`src/rtl/fifo_pkg.sv`:
```
// rtl/fifo_pkg.sv - shared FIFO depth derivation, threshold range limits and access classification
package fifo_pkg;

  // Kind of access accepted on a given edge; drives the occupancy counter.
  typedef enum logic [1:0] {
    ACC_NONE = 2'b00,
    ACC_WR   = 2'b01,
    ACC_RD   = 2'b10,
    ACC_BOTH = 2'b11
  } fifo_acc_e;

  // Lowest legal almost-full and almost-empty levels.
  localparam int AF_THRESH_MIN = 1;
  localparam int AE_THRESH_MIN = 0;

  // Number of entries for a given address width.
  function automatic int fifo_depth(input int asize);
    return 1 << asize;
  endfunction

  // Highest legal almost-full level: the FIFO depth itself.
  function automatic int af_thresh_max(input int asize);
    return fifo_depth(asize);
  endfunction

  // Highest legal almost-empty level: one below the FIFO depth.
  function automatic int ae_thresh_max(input int asize);
    return fifo_depth(asize) - 1;
  endfunction

  // Pull an out-of-range threshold back into its legal window so a bad
  // parameter never produces a flag that can never (or always) assert.
  function automatic int clamp_thresh(input int value, input int lo, input int hi);
    if (value < lo) begin
      return lo;
    end
    if (value > hi) begin
      return hi;
    end
    return value;
  endfunction

endpackage

```
`src/rtl/sync_fifo_mem.sv`:
```
// rtl/sync_fifo_mem.sv - 2**ASIZE x DSIZE storage, synchronous write, asynchronous read
module sync_fifo_mem #(
  parameter int DSIZE = 8,
  parameter int ASIZE = 4
) (
  input  logic             i_clk,
  input  logic             i_we,
  input  logic [ASIZE-1:0] i_waddr,
  input  logic [DSIZE-1:0] i_wdata,
  input  logic [ASIZE-1:0] i_raddr,
  output logic [DSIZE-1:0] o_rdata
);

  logic [DSIZE-1:0] r_mem [2**ASIZE];

  // Storage is deliberately never reset; only the pointers define validity.
  always_ff @(posedge i_clk) begin
    if (i_we) begin
      r_mem[i_waddr] <= i_wdata;
    end
  end

  assign o_rdata = r_mem[i_raddr];

endmodule

```
`src/rtl/sync_fifo_level.sv`:
```
// rtl/sync_fifo_level.sv - single-clock FIFO with level counter, thresholds and sticky errors; SYNC_FIFO_FWFT_EN selects fall-through read
module sync_fifo_level
  import fifo_pkg::*;
#(
  parameter int DSIZE     = 8,
  parameter int ASIZE     = 4,
  parameter int AF_THRESH = (1 << ASIZE) - 2,
  parameter int AE_THRESH = 2
) (
  input  logic             clk,
  input  logic             rst,
  input  logic [DSIZE-1:0] wdata,
  input  logic             winc,
  output logic             wfull,
  output logic             walmost_full,
  input  logic             rinc,
  output logic [DSIZE-1:0] rdata,
  output logic             rempty,
  output logic             ralmost_empty,
  output logic [ASIZE:0]   level,
  output logic             overflow,
  output logic             underflow,
  input  logic             clr_err
);

  localparam int DEPTH  = fifo_depth(ASIZE);
  localparam int AF_EFF = clamp_thresh(AF_THRESH, AF_THRESH_MIN, af_thresh_max(ASIZE));
  localparam int AE_EFF = clamp_thresh(AE_THRESH, AE_THRESH_MIN, ae_thresh_max(ASIZE));

  localparam logic [ASIZE:0] DEPTH_LVL = (ASIZE+1)'(DEPTH);
  localparam logic [ASIZE:0] AF_LVL    = (ASIZE+1)'(AF_EFF);
  localparam logic [ASIZE:0] AE_LVL    = (ASIZE+1)'(AE_EFF);
  localparam logic [ASIZE:0] ONE_LVL   = (ASIZE+1)'(1);

  // Pointers carry one extra MSB so equal addresses can still tell a
  // wrapped (full) FIFO from an empty one.
  logic [ASIZE:0]   r_wptr;
  logic [ASIZE:0]   r_rptr;
  logic [ASIZE:0]   r_level;
  logic             r_overflow;
  logic             r_underflow;

  logic             w_wr_acc;
  logic             w_rd_acc;
  logic             w_mem_we;
  logic [DSIZE-1:0] w_mem_rdata;
  fifo_acc_e        w_acc;

  // Status flags come straight from the registered level.
  assign wfull         = (r_level == DEPTH_LVL);
  assign rempty        = (r_level == '0);
  assign walmost_full  = (r_level >= AF_LVL);
  assign ralmost_empty = (r_level <= AE_LVL);
  assign level         = r_level;
  assign overflow      = r_overflow;
  assign underflow     = r_underflow;

  // A write into a full FIFO is dropped and a read from an empty one is
  // ignored, independently of what the other port does in that cycle.
  assign w_wr_acc = winc & ~wfull;
  assign w_rd_acc = rinc & ~rempty;
  assign w_mem_we = w_wr_acc & ~rst;

  // Classify the accepted access pair for the level update.
  always_comb begin
    w_acc = ACC_NONE;
    unique case ({w_rd_acc, w_wr_acc})
      2'b01:   w_acc = ACC_WR;
      2'b10:   w_acc = ACC_RD;
      2'b11:   w_acc = ACC_BOTH;
      default: w_acc = ACC_NONE;
    endcase
  end

  // Advance write/read pointers on accepted accesses; reset wins over both.
  always_ff @(posedge clk) begin
    if (rst) begin
      r_wptr <= '0;
      r_rptr <= '0;
    end else begin
      if (w_wr_acc) begin
        r_wptr <= r_wptr + ONE_LVL;
      end
      if (w_rd_acc) begin
        r_rptr <= r_rptr + ONE_LVL;
      end
    end
  end

  // Occupancy counter: simultaneous write and read leave it unchanged.
  always_ff @(posedge clk) begin
    if (rst) begin
      r_level <= '0;
    end else begin
      unique case (w_acc)
        ACC_WR:  r_level <= r_level + ONE_LVL;
        ACC_RD:  r_level <= r_level - ONE_LVL;
        default: r_level <= r_level;
      endcase
    end
  end

  // Sticky error flags; a clear in the same cycle as a new error wins.
  always_ff @(posedge clk) begin
    if (rst || clr_err) begin
      r_overflow  <= 1'b0;
      r_underflow <= 1'b0;
    end else begin
      if (winc && wfull) begin
        r_overflow <= 1'b1;
      end
      if (rinc && rempty) begin
        r_underflow <= 1'b1;
      end
    end
  end

  sync_fifo_mem #(
    .DSIZE (DSIZE),
    .ASIZE (ASIZE)
  ) u_mem (
    .i_clk   (clk),
    .i_we    (w_mem_we),
    .i_waddr (r_wptr[ASIZE-1:0]),
    .i_wdata (wdata),
    .i_raddr (r_rptr[ASIZE-1:0]),
    .o_rdata (w_mem_rdata)
  );

`ifdef SYNC_FIFO_FWFT_EN
  // Head word is visible as soon as it is stored; rinc consumes it.
  assign rdata = rempty ? '0 : w_mem_rdata;
`else
  logic [DSIZE-1:0] r_rdata;

  // Capture the head word on the accepting edge and hold it until the next read.
  always_ff @(posedge clk) begin
    if (rst) begin
      r_rdata <= '0;
    end else if (w_rd_acc) begin
      r_rdata <= w_mem_rdata;
    end
  end

  assign rdata = r_rdata;
`endif

  // The pointer distance must always agree with the level counter.
  a_ptr_level : assert property (@(posedge clk) disable iff (rst)
    (r_wptr - r_rptr) == r_level);

endmodule

```
`config.mk`:
```
export PLATFORM = sky130hd
export DESIGN_NAME = sync_fifo_level
export DESIGN_NICKNAME = d
export VERILOG_FILES = /design/src/rtl/fifo_pkg.sv /design/src/rtl/sync_fifo_mem.sv /design/src/rtl/sync_fifo_level.sv
export SDC_FILE = /design/constraint.sdc
export NUM_CORES = 1
export LEC_CHECK = 0
export CORE_UTILIZATION = 54
export CTS_CLUSTER_DIAMETER = 200
export DETAILED_ROUTE_END_ITERATION = 8
export GPL_ROUTABILITY_DRIVEN = 0
export PLACE_DENSITY = 0.8
export SYNTH_ARGS = -nofsm -noshare
export SYNTH_HDL_FRONTEND = slang
export SYNTH_SLANG_ARGS = --single-unit
```
`constraint.sdc`:
```
create_clock -name clk -period 2.89 [get_ports clk]
set_input_delay 0.867 -clock clk [delete_from_list [all_inputs] [get_ports clk]]
set_output_delay 0.867 -clock clk [all_outputs]
set_load 0.005 [all_outputs]
```
==> After elaboration in Yosys (flattened, before gate mapping) <==
Memory sizes are Yosys's and may differ from the RTL's. A register that Yosys moved wholly into a read port is not among the register bits.
Index checks and enable logic that the tools add are counted.
{ "word_totals": {"reg_bits": 17, "mem_bits_rw": 128, "input_bits": 13, "output_inout_bits": 19, "wordCells": 33, "mem_count": 1} }
{ "memory_table": {"columns": ["memory", "depth", "word_bits", "read_ports", "rd_ports_with_merged_regs", "wr", "line_no", "text"], "rows": [
  ["u_mem.r_mem", 16, 8, 1, 1, 1, "sync_fifo_mem.sv:14", "logic [DSIZE-1:0] r_mem [2**ASIZE];"]
]} }
{ "op_classes": {"n_addsub": 4, "n_lt_le_gt_ge": 2, "n_eq_ne": 6, "mux": 4, "bitwise_logic": 6, "n_reduce_logical": 5} }
{ "ops": {"columns": ["op", "n"], "rows": [
  ["$add A5 B1 Y5 const B", 3],
  ["$pmux W5 S2", 1],
  ["$eq A2 B2 Y1 const B", 3],
  ["$pmux W2 S3", 1],
  ["$eq A5 B5 Y1 const B", 1],
  ["$ge A5 B4 Y1 const B", 1],
  ["$le A5 B2 Y1 const B", 1],
  ["$logic_not A5 Y1", 1],
  ["$sub A5 B1 Y5 const B", 1],
  ["$eq A2 B1 Y1 const B", 2],
  ["$and A1 B1 Y1", 3],
  ["$not A1 Y1", 3],
  ["$logic_and A1 B1 Y1", 2],
  ["$mux W1", 2],
  ["$reduce_bool A2 Y1", 1],
  ["$logic_or A1 B1 Y1", 1]
]} }

==> Longest topological paths before layout <==
{ "depth": {"word_depth": 7, "mapped_depth": 14, "ltp_nobuf": 10} }

==> Cells and area by module <==
Synthesis repeated with hierarchy kept, for this count alone.
{ "unflattened": {"hier_cells": 344, "area_unflattened_um2": 6108.4} }
{ "modules_own_cells": {"columns": ["module", "n_inst", "cells_per_inst", "area_each_um2"], "rows": [
  ["sync_fifo_mem", 1, 221, 4987.3],
  ["sync_fifo_level", 1, 123, 1121.1]
]} }

==> Worst setup path after synthesis <==
OpenSTA, ideal clock, no wires.
{ "synth_path": {"kind": "flip-flop to flip-flop", "from": "register r_level[1] (netlist: level[1])", "to": "register r_level[4] (netlist: level[4])", "arrival_ns": 2.786, "setup_slack_ns": -0.017, "path_stages_with_launch": 15, "path_buffers": 5, "path_cell_list": "dfxtp_1 buf_4 or3_1 buf_6 o21a_1 buf_6 buf_12 ha_1 buf_2 xor2_1 ha_1 a21oi_1 a22oi_1 a31oi_1 mux2_2"} }
{ "synth_between": {"elab_chain_cells": 7, "word_cells_on_any_way": 16, "classes_between": "add/sub (2); eq/ne (6); mux (2); bitwise (4); reduce/logical (2)"} }
{ "synth_lines": {"columns": ["element", "line_no", "text"], "rows": [
  ["from (decl)", "sync_fifo_level.sv:39", "logic [ASIZE:0] r_level;"],
  ["from (signal assigned)", "sync_fifo_level.sv:96", "ACC_WR: r_level <= r_level + ONE_LVL;"],
  ["from (signal assigned)", "sync_fifo_level.sv:97", "ACC_RD: r_level <= r_level - ONE_LVL;"],
  ["from (signal assigned)", "sync_fifo_level.sv:98", "default: r_level <= r_level;"],
  ["$logic_not A5 Y1 (*)", "sync_fifo_level.sv:51", "assign rempty = (r_level == '0);"],
  ["$not A1 Y1 (*)", "sync_fifo_level.sv:61", "assign w_rd_acc = rinc & ~rempty;"],
  ["$and A1 B1 Y1 (*)", "sync_fifo_level.sv:61", null],
  ["named net w_rd_acc", "sync_fifo_level.sv:44", "logic w_rd_acc;"],
  ["$eq A2 B2 Y1 / $eq A2 B1 Y1 (equally long branches)", "sync_fifo_level.sv:67", "unique case ({w_rd_acc, w_wr_acc})"],
  ["$pmux W2 S3 (*)", "sync_fifo_level.sv:67", null],
  ["$eq A2 B2 Y1 / $eq A2 B1 Y1 (equally long branches)", "sync_fifo_level.sv:95", "unique case (w_acc)"],
  ["$pmux W5 S2 / $reduce_bool A2 Y1 (equally long branches)", null, null]
]} }
Mark *: on every way through the listed nets, which the timed path passes. The rest lies on a longest branch.
A chain may end at the register's enable or synchronous reset.

==> Final worst setup path <==
{ "layout_path": {"from": "register r_level[2] (netlist: level[2])", "to": "output port ralmost_empty"} }
{ "layout_between": {"elab_chain_cells": 1} }
{ "layout_lines": {"columns": ["element", "line_no", "text"], "rows": [
  ["$le A5 B2 Y1", "sync_fifo_level.sv:53", "assign ralmost_empty = (r_level <= AE_LVL);"],
  ["to (decl)", "sync_fifo_level.sv:19", "output logic ralmost_empty,"]
]} }
No other way between the ends.

==> results.md <==
- Status: complete, no violations
- First-pass DRT Iterations: 5
- Post-Layout Cell Count: 587
- Chip Height: 109 um
- Clk pwr share: 37.2%
- Clock root cell: clkbuf_16
- Post-Syn Instances: around 370
- Worst Hold End: underflow$_SDFFE_PP0P_
- Area of the die: ~0.012 mm2
- Ant. Diodes: 0
- Layout cells sized above 1: 21.7%
- Hold depth: 2
- Met3 GRT Util: under 10%
- Worst min path class: flip-flop to flip-flop
- Wire per inst: about 22 um
- Fin. max-slew vios: 0
- Setup crit end kind: output pin
- Compound-Gate Fraction of Synth Area: 6.72%
- Final setup violation count: 0
- Area leader, netlist: edfxtp_1
- DR vias/cell: 6.12
- CTS tree: built
- Hold Path Origin: underflow$_SDFFE_PP0P_
- Final core utilization: 67.6%
- Yosys Warn Count: 0
- Cell Rows: 38
- Top cell type's share of synthesized area: 62.8%
- Core ar.: 0.0109 mm2
- GRT Max-Usage Layer: met2
- Simple-gate share of the synthesized area: 5.78%
- Register area share after synthesis: 70.3%
- Initial antenna violation count: 0
- M2 GR Usage: between 30 and 40%
- RSZ-0062 raised after global routing: no
- Initial Util: 56.0%
- Crit path DAT: 1.92 ns
- Post-route clock skew: 0.0202 ns
- Top cells by area in the synthesized netlist: edfxtp_1 (63%), dfxtp_1 (7.5%), mux4_2 (5.9%), mux2i_1 (5.6%), nor2_1 (2.8%)
- Syn avg cell area: 16.4 um2
- Initial DRC count: ~370
- Switching share of power: 26.6%
- Vias in the first global route: 3512
- Most common cell after layout, fill and taps aside: edfxtp_1
- Pleak: 0.00241 uW
- Pwr dens: roughly 870 mW/mm2
- Grt total ovfl: 0
- Clock latency on the worst-skew pair: about 0.42 ns
- VDD IR max: 0.639 mV
- Hold Fails Final Rpt: 0
- Critical Path Fanout Max: 11
- M1 GR Usage: about a third
- DP Cell Count: 555
- GRT Util Overall: roughly a quarter
- ANT nets after route: 0
- Tmin final: 2.78 ns
- Worst hold slack: 0.507 ns
- H-tree level count: 4
- CTS Buf Count: 17
- Post-DP HPWL: 7710 um
- Final net count: 455
- Largest family of logic cells by synthesized area: multiplexers
- Sequential Power Share: 40.3%
- Switching power of the nets: 1720 uW
- Pin count of the biggest net entering global routing: 25
- CTS clk-pin slew, worst paths: 0.06 ns
- MaxCap Viol Count: 0
- Reg-to-Reg Start: level[3]$_SDFFE_PP0P_
- Yosys reg bits: approximately 150
- Syn_nets: 394
- Fraction of the mapped netlist area in adder cells: 1.63%
- Final Cell Area: 0.00740 mm2
- First-pass GRT wire length: 20100 um
- Maximum clock path buffer count: 2
- XOR/XNOR share of the synthesized area: roughly 1.4%
- Reg-to-Reg End: level[4]$_SDFFE_PP0P_
- Clock sink total: 151
- CTS Hold Bufs: 0
- R2R depth: 10
- Slew @ Worst Pin: around 0.74 ns
- Rel. slew slack: 50.7%
- Combinational share of power: 22.5%
- Distinct cells, synth: 40
- Port buffer count: 31
- WS Path Type: flip-flop to output pin
- Via count of the routed design: 3593
- CP Data Required Time: 2.02 ns
- Synth-to-Final Area Change: 20.8%
- Fmax: approximately 360 MHz
- Placement Cell Area: 0.00674 mm2
- Pint: approximately 4700 uW
- Fillcell total: between 600 and 700
- R2R setup slack: between 0.3 and 0.4 ns
- Mux share of post-synthesis cell area: 11.8%
- Total detailed-routing wirelength: 13200 um
- Startpoint Class: flip-flop
- DRC: 0
- IO Count: 32
- Final worst path period share: between 90% and 100%
- Cell area after synthesis: 0.00612 mm2
- Die Wd: approximately 110 um
- Most frequent cells in the layout: edfxtp_1 (128), nor2_1 (46), mux2i_1 (34)
## layout make-up
| type | instances | area, um2 | area share, % |
|---|---|---|---|
| Tap cell | 140 | 175 | 2.37 |
| Inverter | 3 | 11.3 | 0.152 |
| Clock buffer | 18 | 429 | 5.80 |
| Multi-Input combinational cell | 197 | 1690 | 22.8 |
| Sequential cell | 151 | 4310 | 58.2 |
| Timing Repair Buffer | 64 | 571 | 7.71 |
| Clock inverter | 14 | 219 | 2.96 |
## flip-flops by register name, indices dropped and copies added, names as in the netlist
name	flops
u_mem.r_mem	128
rdata	8
level	5
r_rptr	4
r_wptr	4
overflow	1
underflow	1
## kinds of logic (layout without fill, tap and decap cells)
family,after synthesis,in the layout
AO/OA/AOI/OAI,52,52
XOR/XNOR,10,10
adder cells (fa/ha/maj),8,8
buffers and inverters,25,99
flip-flops,151,151
multiplexers,52,52
AND/OR/NAND/NOR,75,75
## cell usage after synthesis
master / count
xnor2_1: 2
clkbuf_1: 4
mux4_2: 16
dfxtp_1: 23
nand4bb_1: 1
o21a_1: 2
mux2i_1: 34
or3b_2: 2
buf_12: 1
a31o_2: 1
o21ai_0: 1
xor2_1: 8
nand2_1: 6
edfxtp_1: 128
nand3b_1: 3
o211ai_1: 4
nand2b_1: 1
a311oi_2: 8
a22oi_1: 9
a21oi_1: 7
ha_1: 8
nor3b_1: 1
a31oi_1: 1
or4b_2: 1
buf_4: 2
a211oi_1: 2
buf_2: 9
inv_1: 3
buf_6: 2
o22ai_1: 16
or2_1: 1
nor2_1: 46
a211o_1: 1
or3_1: 4
mux2_2: 2
nor2b_1: 4
buf_1: 4
nand3_1: 1
and3_1: 2
nor3_1: 2
## critical path, cell delays in order, from the launching register on
cell             delay, ns
dfxtp_1               0.40
or2_1                 0.32
a211oi_1              0.25
clkdlybuf4s50_1       0.54
## routing by layer
metal / wire (um) / part of all wire, % / up-vias
met3: 831 / 6.3 / 37
met5: 0 / 0 / -
met1: 5280 / 40 / 1788
met4: 546 / 4.1 / 0
met2: 6510 / 49 / 196
li1: - / - / 1572
## how the worst max path moves through the flow
stage / end / depth (start not counted) / start / slack (ns)
finish: ralmost_empty / 3 / level[2]$_SDFFE_PP0P_ / 0.11
global route: ralmost_empty / 3 / level[2]$_SDFFE_PP0P_ / 0.005
CTS: rempty / 3 / level[3]$_SDFFE_PP0P_ / 0.05
detailed placement: level[4]$_SDFFE_PP0P_ / 10 / winc / -0.14
global placement: level[4]$_SDFFE_PP0P_ / 10 / winc / -0.08
floorplan: level[4]$_SDFFE_PP0P_ / 14 / level[1]$_SDFFE_PP0P_ / 0.04
## metrics by stage
stage               setup slack (ns)  setup TNS, ns  power (uW)
floorplan                     0.0399              0        3540
global placement             -0.0821         -0.168        4000
detailed placement            -0.139         -0.329        4050
CTS                           0.0542              0        6460
global route                 0.00500              0        6710
finish                         0.105              0        6450
## power by group through the flow
stage / Sequential [uW] / Clock, uW / Combinational [uW]
detailed placement: 2640 / 0 / 1410
global route: 2620 / 2520 / 1570
global placement: 2630 / 0 / 1360
finish: 2600 / 2400 / 1450
floorplan: 2610 / 0 / 936
CTS: 2600 / 2420 / 1450
## timing repair
action                                  CTS  global route
resized for setup                         0             1
buffers inserted                          0             0
endpoints found under the setup margin    0             2
endpoints found under the hold margin     0             0
No activity file was read; power rests on OpenSTA's default activity.
